==> config.mk <==
export PLATFORM = sky130hd
export DESIGN_NAME = cpu_sdr_arbiter
export DESIGN_NICKNAME = d
export VERILOG_FILES = /design/src/rtl/m72_pkg.sv /design/src/rtl/cpu_sdr_arbiter_port.sv /design/src/rtl/cpu_sdr_arbiter.sv
export SDC_FILE = /design/constraint.sdc
export NUM_CORES = 1
export LEC_CHECK = 0
export ABC_AREA = 1
export CAP_MARGIN = 25
export CORE_MARGIN = 2
export CORE_UTILIZATION = 50
export CTS_CLUSTER_SIZE = 8
export DETAILED_ROUTE_END_ITERATION = 16
export PLACE_DENSITY = 0.75
export SETUP_SLACK_MARGIN = 0.02
export SLEW_MARGIN = 20
export SYNTH_ARGS = -nofsm -noshare
export SYNTH_HDL_FRONTEND = slang
export SYNTH_SLANG_ARGS = --single-unit
==> constraint.sdc <==
create_clock -name CLK_32M -period 3.15 [get_ports CLK_32M]
set_clock_uncertainty 0.15 [all_clocks]
set_input_delay 0.63 -clock CLK_32M [delete_from_list [all_inputs] [get_ports CLK_32M]]
set_output_delay 0.63 -clock CLK_32M [all_outputs]
set_load 0.02 [all_outputs]
==> src/rtl/m72_pkg.sv <==
// m72_pkg: shared types for the M72 SDRAM CPU channel
package m72_pkg;
  typedef enum logic [1:0] {ARB_IDLE, ARB_BUSY_CPU, ARB_BUSY_SND} sdr_arb_state_t;
  typedef struct packed {
    logic [23:0] addr;
    logic        we;
    logic [1:0]  be;
    logic [15:0] wdata;
  } sdr_cycle_t;
  function automatic logic [15:0] merge_be(input logic [15:0] old, input logic [15:0] wd, input logic [1:0] be);
    return {be[1] ? wd[15:8] : old[15:8], be[0] ? wd[7:0] : old[7:0]};
  endfunction
endpackage

==> src/rtl/cpu_sdr_arbiter_port.sv <==
// sdr_req_port: per-CPU cycle capture, wait-state generation, local completion and one-entry read cache
module sdr_req_port
  import m72_pkg::*;
#(
  parameter bit CACHE_EN = 1'b1
) (
  input  logic        clk,
  input  logic        rst,
  input  logic        req,
  input  logic [23:0] addr,
  input  logic        we,
  input  logic [1:0]  be,
  input  logic [15:0] wdata,
  input  logic        writable,
  output logic [15:0] rdata,
  output logic        ready,
  output sdr_cycle_t  cyc,
  output logic        pend,
  input  logic        done,
  input  logic        tmo,
  input  logic [15:0] done_data,
  input  logic        inv,
  input  logic [23:0] inv_addr
);
  logic req_q, pend_q, pend_d, chk_q, chk_d, wr_q, wr_d, cv_q, cv_d;
  sdr_cycle_t cyc_q, cyc_d;
  logic [23:0] ca_q, ca_d;
  logic [15:0] cd_q, cd_d, rdata_q, rdata_d;
  logic cap, hit, own_match, local_done, complete;
  // chk_q marks the single cycle after capture in which a local completion is decided
  always_comb begin
    own_match = ca_q == cyc_q.addr;
    hit = CACHE_EN & cv_q & ~cyc_q.we & own_match;
    local_done = chk_q & (hit | (cyc_q.we & (~wr_q | cyc_q.be == 2'b00)));
    complete = local_done | done;
    cap = req & ~req_q & (~pend_q | complete);
    pend_d = cap | (pend_q & ~complete);
    chk_d = cap;
    cyc_d = cap ? {addr, we, be, wdata} : cyc_q;
    wr_d = cap ? writable : wr_q;
    rdata_d = cyc_q.we ? rdata_q : local_done ? cd_q : done ? done_data : rdata_q;
    cv_d = cv_q;
    ca_d = ca_q;
    cd_d = cd_q;
    if (done & ~cyc_q.we & ~tmo) begin
      cv_d = 1'b1;
      ca_d = cyc_q.addr;
      cd_d = done_data;
    end else if (done & tmo & (~cyc_q.we | own_match))
      cv_d = 1'b0;
    else if (done & cyc_q.we & own_match)
      cd_d = merge_be(cd_q, cyc_q.wdata, cyc_q.be);
    if (inv & ca_q == inv_addr) cv_d = 1'b0;
  end
  always_ff @(posedge clk) begin
    if (rst) begin
      req_q   <= 1'b0;
      pend_q  <= 1'b0;
      chk_q   <= 1'b0;
      wr_q    <= 1'b0;
      cyc_q   <= '0;
      rdata_q <= '0;
      cv_q    <= 1'b0;
      ca_q    <= '0;
      cd_q    <= '0;
    end else begin
      req_q   <= req;
      pend_q  <= pend_d;
      chk_q   <= chk_d;
      wr_q    <= wr_d;
      cyc_q   <= cyc_d;
      rdata_q <= rdata_d;
      cv_q    <= cv_d;
      ca_q    <= ca_d;
      cd_q    <= cd_d;
    end
  end
  assign rdata = rdata_q;
  assign ready = ~pend_q;
  assign cyc   = cyc_q;
  assign pend  = pend_q & ~local_done;
endmodule

==> src/rtl/cpu_sdr_arbiter.sv <==
// cpu_sdr_arbiter: round-robin sharing of one SDRAM channel between the V30 CPU and the sound Z80
module cpu_sdr_arbiter
  import m72_pkg::*;
#(
  parameter int TIMEOUT  = 256,
  parameter bit CACHE_EN = 1'b1
) (
  input  logic        CLK_32M,
  input  logic        reset,
  input  logic        cpu_req,
  input  logic [23:0] cpu_addr,
  input  logic        cpu_we,
  input  logic [1:0]  cpu_be,
  input  logic [15:0] cpu_wdata,
  input  logic        cpu_writable,
  output logic [15:0] cpu_rdata,
  output logic        cpu_ready,
  input  logic        snd_req,
  input  logic [23:0] snd_addr,
  input  logic        snd_we,
  input  logic [1:0]  snd_be,
  input  logic [15:0] snd_wdata,
  input  logic        snd_writable,
  output logic [15:0] snd_rdata,
  output logic        snd_ready,
  output logic        sdr_req,
  output logic [23:0] sdr_addr,
  output logic        sdr_we,
  output logic [1:0]  sdr_be,
  output logic [15:0] sdr_wdata,
  input  logic [15:0] sdr_rdata,
  input  logic        sdr_ack,
  output logic        sdr_err
);
  localparam int CW = $clog2(TIMEOUT + 1);
  sdr_arb_state_t state_q, state_d;
  logic last_q, last_d, err_q, err_d;
  logic [CW-1:0] cnt_q, cnt_d;
  sdr_cycle_t sdr_q, sdr_d, cpu_cyc, snd_cyc;
  logic cpu_pend, snd_pend, cpu_done, snd_done, grant, pick_snd, tmo, fin;
  logic [15:0] done_data;
  sdr_req_port #(.CACHE_EN(CACHE_EN)) u_cpu (
    .clk(CLK_32M), .rst(reset), .req(cpu_req), .addr(cpu_addr), .we(cpu_we), .be(cpu_be),
    .wdata(cpu_wdata), .writable(cpu_writable), .rdata(cpu_rdata), .ready(cpu_ready),
    .cyc(cpu_cyc), .pend(cpu_pend), .done(cpu_done), .tmo(tmo), .done_data(done_data),
    .inv(snd_done & snd_cyc.we), .inv_addr(snd_cyc.addr)
  );
  sdr_req_port #(.CACHE_EN(CACHE_EN)) u_snd (
    .clk(CLK_32M), .rst(reset), .req(snd_req), .addr(snd_addr), .we(snd_we), .be(snd_be),
    .wdata(snd_wdata), .writable(snd_writable), .rdata(snd_rdata), .ready(snd_ready),
    .cyc(snd_cyc), .pend(snd_pend), .done(snd_done), .tmo(tmo), .done_data(done_data),
    .inv(cpu_done & cpu_cyc.we), .inv_addr(cpu_cyc.addr)
  );
  // last_q = 1 means SND held the bus last, so CPU wins the next tie
  always_comb begin
    tmo = state_q != ARB_IDLE & ~sdr_ack & cnt_q == CW'(TIMEOUT - 1);
    fin = state_q != ARB_IDLE & (sdr_ack | tmo);
    cpu_done = fin & state_q == ARB_BUSY_CPU;
    snd_done = fin & state_q == ARB_BUSY_SND;
    done_data = sdr_ack ? sdr_rdata : 16'hFFFF;
    grant = state_q == ARB_IDLE & (cpu_pend | snd_pend);
    pick_snd = snd_pend & (~cpu_pend | ~last_q);
    state_d = grant ? (pick_snd ? ARB_BUSY_SND : ARB_BUSY_CPU) : fin ? ARB_IDLE : state_q;
    last_d = grant ? pick_snd : last_q;
    cnt_d = (state_q == ARB_IDLE | fin) ? '0 : cnt_q + CW'(1);
    sdr_d = grant ? (pick_snd ? snd_cyc : cpu_cyc) : sdr_q;
    err_d = err_q | tmo;
  end
  always_ff @(posedge CLK_32M) begin
    if (reset) begin
      state_q <= ARB_IDLE;
      last_q  <= 1'b1;
      cnt_q   <= '0;
      sdr_q   <= '0;
      err_q   <= 1'b0;
    end else begin
      state_q <= state_d;
      last_q  <= last_d;
      cnt_q   <= cnt_d;
      sdr_q   <= sdr_d;
      err_q   <= err_d;
    end
  end
  assign sdr_req   = state_q != ARB_IDLE;
  assign sdr_addr  = sdr_q.addr;
  assign sdr_we    = sdr_q.we;
  assign sdr_be    = sdr_q.be;
  assign sdr_wdata = sdr_q.wdata;
  assign sdr_err   = err_q;
endmodule

Word level (Yosys, flattened, before mapping)
Cells that the tools add are included.

Add/subtract/negate cells: 1. $mul: 0. Div/mod/pow operators: 0. Magnitude comparators: 0. Equal/unequal tests: 9. Shift operators: 0. Mux-type cells: 23. Bitwise gates (word level): 70. Reductions and logical operators: 24.

Operator list (number): $mux W16 (11); $eq A24 B24 Y1 (4); $mux W43 (1); $and A1 B1 Y1 (37); $mux W8 (4); $reduce_bool A2 Y1 (12); $or A1 B1 Y1 (17); $not A1 Y1 (16); $reduce_and A3 Y1 (4); $add A9 B1 Y9 const B (1); $eq A9 B8 Y1 const B (1); $logic_not A2 Y1 (3); $mux W2 (3); $reduce_or A2 Y1 (3); $mux W1 (4); $ne A2 B1 Y1 const B (2); $reduce_and A2 Y1 (2); $eq A2 B1 Y1 const B (1); $eq A2 B2 Y1 const B (1).

Flip-flop bits (word level): 264. Bits in latches: 0. Memory bits (writable): 0. ROM bits: 0. Memories kept: 0.

Longest topological paths before layout
Gate-level depths: netlist (run 1).

Depth after elaboration: 12. Mapped depth: 20. Gate-level depth less buffers: 19.

Hierarchy
Synthesis (run 1) repeated with hierarchy kept, for this count alone.

Cells, all modules: 2035. Area total of the unflattened synthesis: 13289.0 sq um.

By module, submodules not included: sdr_req_port (instances 2, cells each 803, area an instance 5213.8 sq um, seq. area each 2082.0 sq um); cpu_sdr_arbiter (instances 1, cells each 429, area an instance 2861.5 sq um, seq. area each 1121.1 sq um).

Least setup slack after synthesis (run 1)
No wires, ideal clock.

Path type: reg-to-reg. Start point: reg cnt_q[0]. End point: reg u_snd.cd_q[13]. Setup time: 129 ps. Arrival: 2379 ps. Slack: 492 ps. Cell stages (with the launch flop): 19. Path buffers: 1. Period minus slack after synthesis: 2658 ps. Cell sequence: dfxtp_1 > ha_1 > nand2_1 > nor2_1 > inv_1 > nor2_1 > nand2_1 > nor3_1 > ha_1 > nand3_1 > inv_2 > nor2_2 > nor2_1 > nand2_1 > a22oi_1 > o211ai_1 > clkbuf_1 > o21ai_1 > a21oi_1.

Longest elaborated chain between the ends: 9. Elaborated cells between the ends (all ways): 17. Those cells by class: eq/ne (2); mux (1); bitwise (11); reduce/logical (3).

RTL lines: from (decl) (RTL line cpu_sdr_arbiter.sv:38) `logic [CW-1:0] cnt_q, cnt_d;`; from (signal assigned) (RTL line cpu_sdr_arbiter.sv:79) `cnt_q <= cnt_d;`; $eq A9 B8 Y1 * (RTL line cpu_sdr_arbiter.sv:56) `tmo = state_q != ARB_IDLE & ~sdr_ack & cnt_q == CW'(TIMEOUT - 1);`; $and A1 B1 Y1 * (RTL line cpu_sdr_arbiter.sv:56); $or A1 B1 Y1 (RTL line cpu_sdr_arbiter.sv:57) `fin = state_q != ARB_IDLE & (sdr_ack | tmo);`; $and A1 B1 Y1 (RTL line cpu_sdr_arbiter.sv:57); $and A1 B1 Y1 (RTL line cpu_sdr_arbiter.sv:59) `snd_done = fin & state_q == ARB_BUSY_SND;`; $and A1 B1 Y1 (on tied branches) (2 in series) (RTL line cpu_sdr_arbiter_port.sv:49, cpu_sdr_arbiter_port.sv:45, cpu_sdr_arbiter_port.sv:51); $ne A2 B1 Y1 (no line) / $reduce_bool A2 Y1 (equally long branches); $reduce_and A3 Y1 (no line); to (signal assigned) (RTL line cpu_sdr_arbiter_port.sv:65) `cd_q <= '0;`; to (signal assigned) (RTL line cpu_sdr_arbiter_port.sv:75) `cd_q <= cd_d;`; to (decl) (RTL line cpu_sdr_arbiter_port.sv:28) `logic [15:0] cd_q, cd_d, rdata_q, rdata_d;`.

Mark *: on every way between the ends. The rest lies on a longest branch, timed or not. A chain may end at the register's enable or synchronous reset.

Worst setup path in the final report (run 1)
Start point: reg cnt_q[0]. End point: reg u_cpu.cyc_q, in the netlist u_cpu.cyc[23].

Longest elaborated chain between the ends: 8.

RTL lines: $eq A9 B8 Y1 (RTL line cpu_sdr_arbiter.sv:56); $and A1 B1 Y1 (RTL line cpu_sdr_arbiter.sv:56); $or A1 B1 Y1 (RTL line cpu_sdr_arbiter.sv:57); $and A1 B1 Y1 (RTL line cpu_sdr_arbiter.sv:57); $and A1 B1 Y1 (RTL line cpu_sdr_arbiter.sv:58) `cpu_done = fin & state_q == ARB_BUSY_CPU;`; $or A1 B1 Y1 (RTL line cpu_sdr_arbiter_port.sv:35) `complete = local_done | done;`; $or A1 B1 Y1 (RTL line cpu_sdr_arbiter_port.sv:36) `cap = req & ~req_q & (~pend_q | complete);`; $and A1 B1 Y1 (RTL line cpu_sdr_arbiter_port.sv:36); to (signal assigned) (RTL line cpu_sdr_arbiter_port.sv:71) `cyc_q <= cyc_d;`; to (decl) (RTL line cpu_sdr_arbiter_port.sv:26) `sdr_cycle_t cyc_q, cyc_d;`.

No other way between the ends.

==> flow_summary.yaml, run 1 <==
floorplanning:
  fp-row-count: 56
  die_area_mm2: 0.0251
  die_w_um: 158
  dieHeight_um: 158
  io_pins: 188
  core_area_mm2: 0.0235
  initial_utilization_pct: 50.8
cells_and_area:
  syn2layout_area_growth_pct: 27.4
  stdcell_count: 2157
  nNetsFinal: 1948
  final_common_cell: "nand2_1"
  diodes: 0
  regArea_mm2: 0.00529
  final_cell_mix: "nand2_1 (339), dfxtp_1 (264), nor2_1 (231)"
  fillers: 2045
  multi_input_area_mm2: 0.00572
  drive_gt1_share_pct: 7.29
  post-route-util_pct: 64.7
logic_synthesis:
  netlist_area_mm2: 0.0119
  postSynthCellCount: 1661
  yosysWarnings: 0
  syn_area_per_cell_um2: 7.18
  synth.area.top_cells: "dfxtp_1 (44%), nand2_1 (11%), o21ai_0 (9.5%)"
  synth_fp_nets: 1772
  synth_seq_cells: 264
  ys_seq_area_share_pct: 44.3
  synth_top_area_cell: "dfxtp_1"
  synth_cell_type_count: 38
  yosysTopAreaCellShare_pct: 44.3
timing:
  setup_violations: 0
  slew_viol_final: 0
  rsz0062_at_grt: "false"
  fin_crit_sh_pct: 92.1
  max_freq_mhz: 345
  fin_setup_tns_ps: 0
  maxSlewHeadroom_pct: 47.3
  period_needed_ps: 2900
  finalHoldViolations: 0
  worstMarginPinSlew_ps: 790
detailed_routing:
  wl_per_cell_um: 17.2
  drc_errors: 0
  routed_via_density: 5.44
  vias: 11700
  wirelength_mm: 37.1
  firstDrtPassIters: 8
  drt_iter0_markers: 1151
  drtAntennaViolNets: 0
power_and_ir_drop:
  p_per_area_mw_per_mm2: 591
  power_frac_clock_pct: 40.5
  peakVddDrop_v: 0.000325
  p_sw_share_pct: 27.9
  p_switching_mw: 2.51
  internal_power_mw: 6.47
  combPwrFrac_pct: 17.4
  p_leak_nw: 6.07
  seqPwrFrac_pct: 42.1
placed_design:
  port_buffers: 187
  dp_hpwl_mm: 25.9
  gp_congestion: 0.894
  dp.cells: 2116
setup_path:
  r2r_start: "cnt_q[0]$_SDFF_PP0_"
  criticalPathCategory: "reg -> reg"
  cp_data_arrival_time_ps: 3140
  worstPathMaxFanout: 37
  critPathRequiredTime_ps: 3390
  cp-end-kind: "flop"
  cp-start-kind: "flop"
  r2r_slack_ps: 250
  r2r-end: "u_cpu.cyc[23]$_SDFFE_PP0P_"
  ff2ff_path_depth: 18
worst_hold_path:
  whs_path_depth: 2
  min_path_type: "reg -> reg"
  hold_start: "u_snd.cd_q[11]$_SDFFE_PP0P_"
  whs_endpoint: "u_snd.cd_q[11]$_SDFFE_PP0P_"
global_routing:
  grt_pass1_wl_mm: 58.1
  grt_remaining_overflow: 0
  grt_start_max_net_pins: 57
  gr-usage-all-layers_pct: 29.5
  antenna_found_initial: 0
  grt_pass1_vias: 11000
clock_network:
  clock_path_buffers: 3
  cts.reportedPaths.clkPinSlew_ps: 50
  insertion_delay_ps: 520
  numCtsBuffers: 38
  hold_buffers: 0
  cts_tree: "yes"
  cts_root_buf: "clkbuf_16"
  htree_levels: 2
  cts.sinks: 264
run:
  drv_cap: 0
outcome:
  status: "finished clean"
==> worst max-delay path, stage by stage (launching register included) <==
cell,delay (ps)
dfxtp_1,350
ha_1,180
nand2_1,70
nor2_1,90
inv_1,60
nor2_1,120
nand2_1,100
nor3_1,160
ha_1,210
nand3_1,100
inv_2,70
nor2_2,70
nor2_1,150
inv_1,110
nand3_1,130
nand2_2,100
buf_12,200
o21ai_0,260
nor2_1,70
==> synth_stat cells (all sizes together) <==
master / n
o211ai: 3
nand4: 10
o2111ai: 2
nor4: 4
o21bai: 2
ha: 2
xnor2: 73
a21oi: 126
a22oi: 1
a2111oi: 1
o211a: 1
a31oi: 34
xor2: 3
nand2: 347
nor2: 234
nor3b: 2
clkinv: 1
nand3: 89
clkbuf: 64
dfxtp: 264
buf: 41
inv: 112
o21a: 1
nor3: 6
o21ai: 238
==> metal layers <==
layer	GRT usage (%)	share of wire, %	up-vias
li1	-	-	5749
met5	0	0	-
met4	14.6	4.8	0
met3	4.84	7.0	89
met2	48.9	47	492
met1	37.4	41	5397
==> registers in the layout (all words and copies together), names as in the netlist, 2 cells and up <==
register	count
u_snd.cyc	43
u_snd.ca_q	24
cnt_q	9
sdr_addr	24
u_snd.cd_q	16
u_cpu.ca_q	24
u_snd.rdata	16
u_cpu.rdata	16
u_cpu.cd_q	16
sdr_wdata	16
u_cpu.cyc	43
state_q	2
sdr_be	2
==> worst max-delay path by stage <==
| stage | cells after the start | end | slack, ps | startpoint |
|---|---|---|---|---|
| floorplan | 18 | u_snd.cd_q[13]$_SDFFE_PP0P_ | 490 | cnt_q[0]$_SDFF_PP0_ |
| global placement | 13 | u_cpu.cd_q[5]$_SDFFE_PP0P_ | 240 | sdr_ack |
| detailed placement | 19 | u_cpu.cd_q[0]$_SDFFE_PP0P_ | 100 | cnt_q[0]$_SDFF_PP0_ |
| CTS | 19 | u_cpu.cd_q[0]$_SDFFE_PP0P_ | 80 | cnt_q[0]$_SDFF_PP0_ |
| global route | 19 | u_cpu.cd_q[10]$_SDFFE_PP0P_ | 30 | cnt_q[0]$_SDFF_PP0_ |
| finish | 18 | u_cpu.cyc[23]$_SDFFE_PP0P_ | 250 | cnt_q[0]$_SDFF_PP0_ |
==> stage by stage <==
step	hold slack [ps]	power [mW]	worst slack, ps	instance area (µm²)
after CTS	295	8.98	78.2	15200
after floorplan	268	4.74	492	11900
after detailed placement	287	5.37	101	14100
after global placement	278	5.35	236	14100
final	294	8.97	247	15200
after global routing	316	9.32	28.9	15200
==> kinds of logic (layout without fill, tap and decap cells) <==
| logic type | count (synthesis) | after routing | synth area share (%) |
|---|---|---|---|
| xor+xnor | 76 | 76 | 5.58 |
| fa+ha+maj | 2 | 2 | 0.210 |
| buf+inv | 218 | 395 | 8.08 |
| compound gates | 409 | 409 | 18.1 |
| flops | 264 | 264 | 44.3 |
| simple gates | 692 | 692 | 23.7 |
==> power groups by stage <==
stage / clock network (mW) / logic (mW) / registers (mW)
finish: 3.63 / 1.57 / 3.78
global route: 3.81 / 1.71 / 3.80
CTS: 3.66 / 1.55 / 3.77
detailed placement: 0 / 1.54 / 3.83
global placement: 0 / 1.52 / 3.82
floorplan: 0 / 0.876 / 3.86
==> final cells by class <==
type                            instances  share of cell area [%]
Clock buffer                           41                    6.75
Inverter                              113                    2.82
Multi-Input combinational cell       1179                    37.6
Sequential cell                       264                    34.8
Tap cell                              319                    2.63
Timing Repair Buffer                  241                    15.4
==> repair_timing <==
item,4_1_cts,5_1_grt
endpoints found under the setup margin,0,74
setup buffers,0,0
gates resized for setup,0,11
Note: power is estimated with default switching activity, not from simulation.
==> run 2, diff against run 1 <==
- HOLD_SLACK_MARGIN: unset -> 0.03
==> results of run 2 <==
No change in the layout: final DEF, timing and power equal those of run 1.
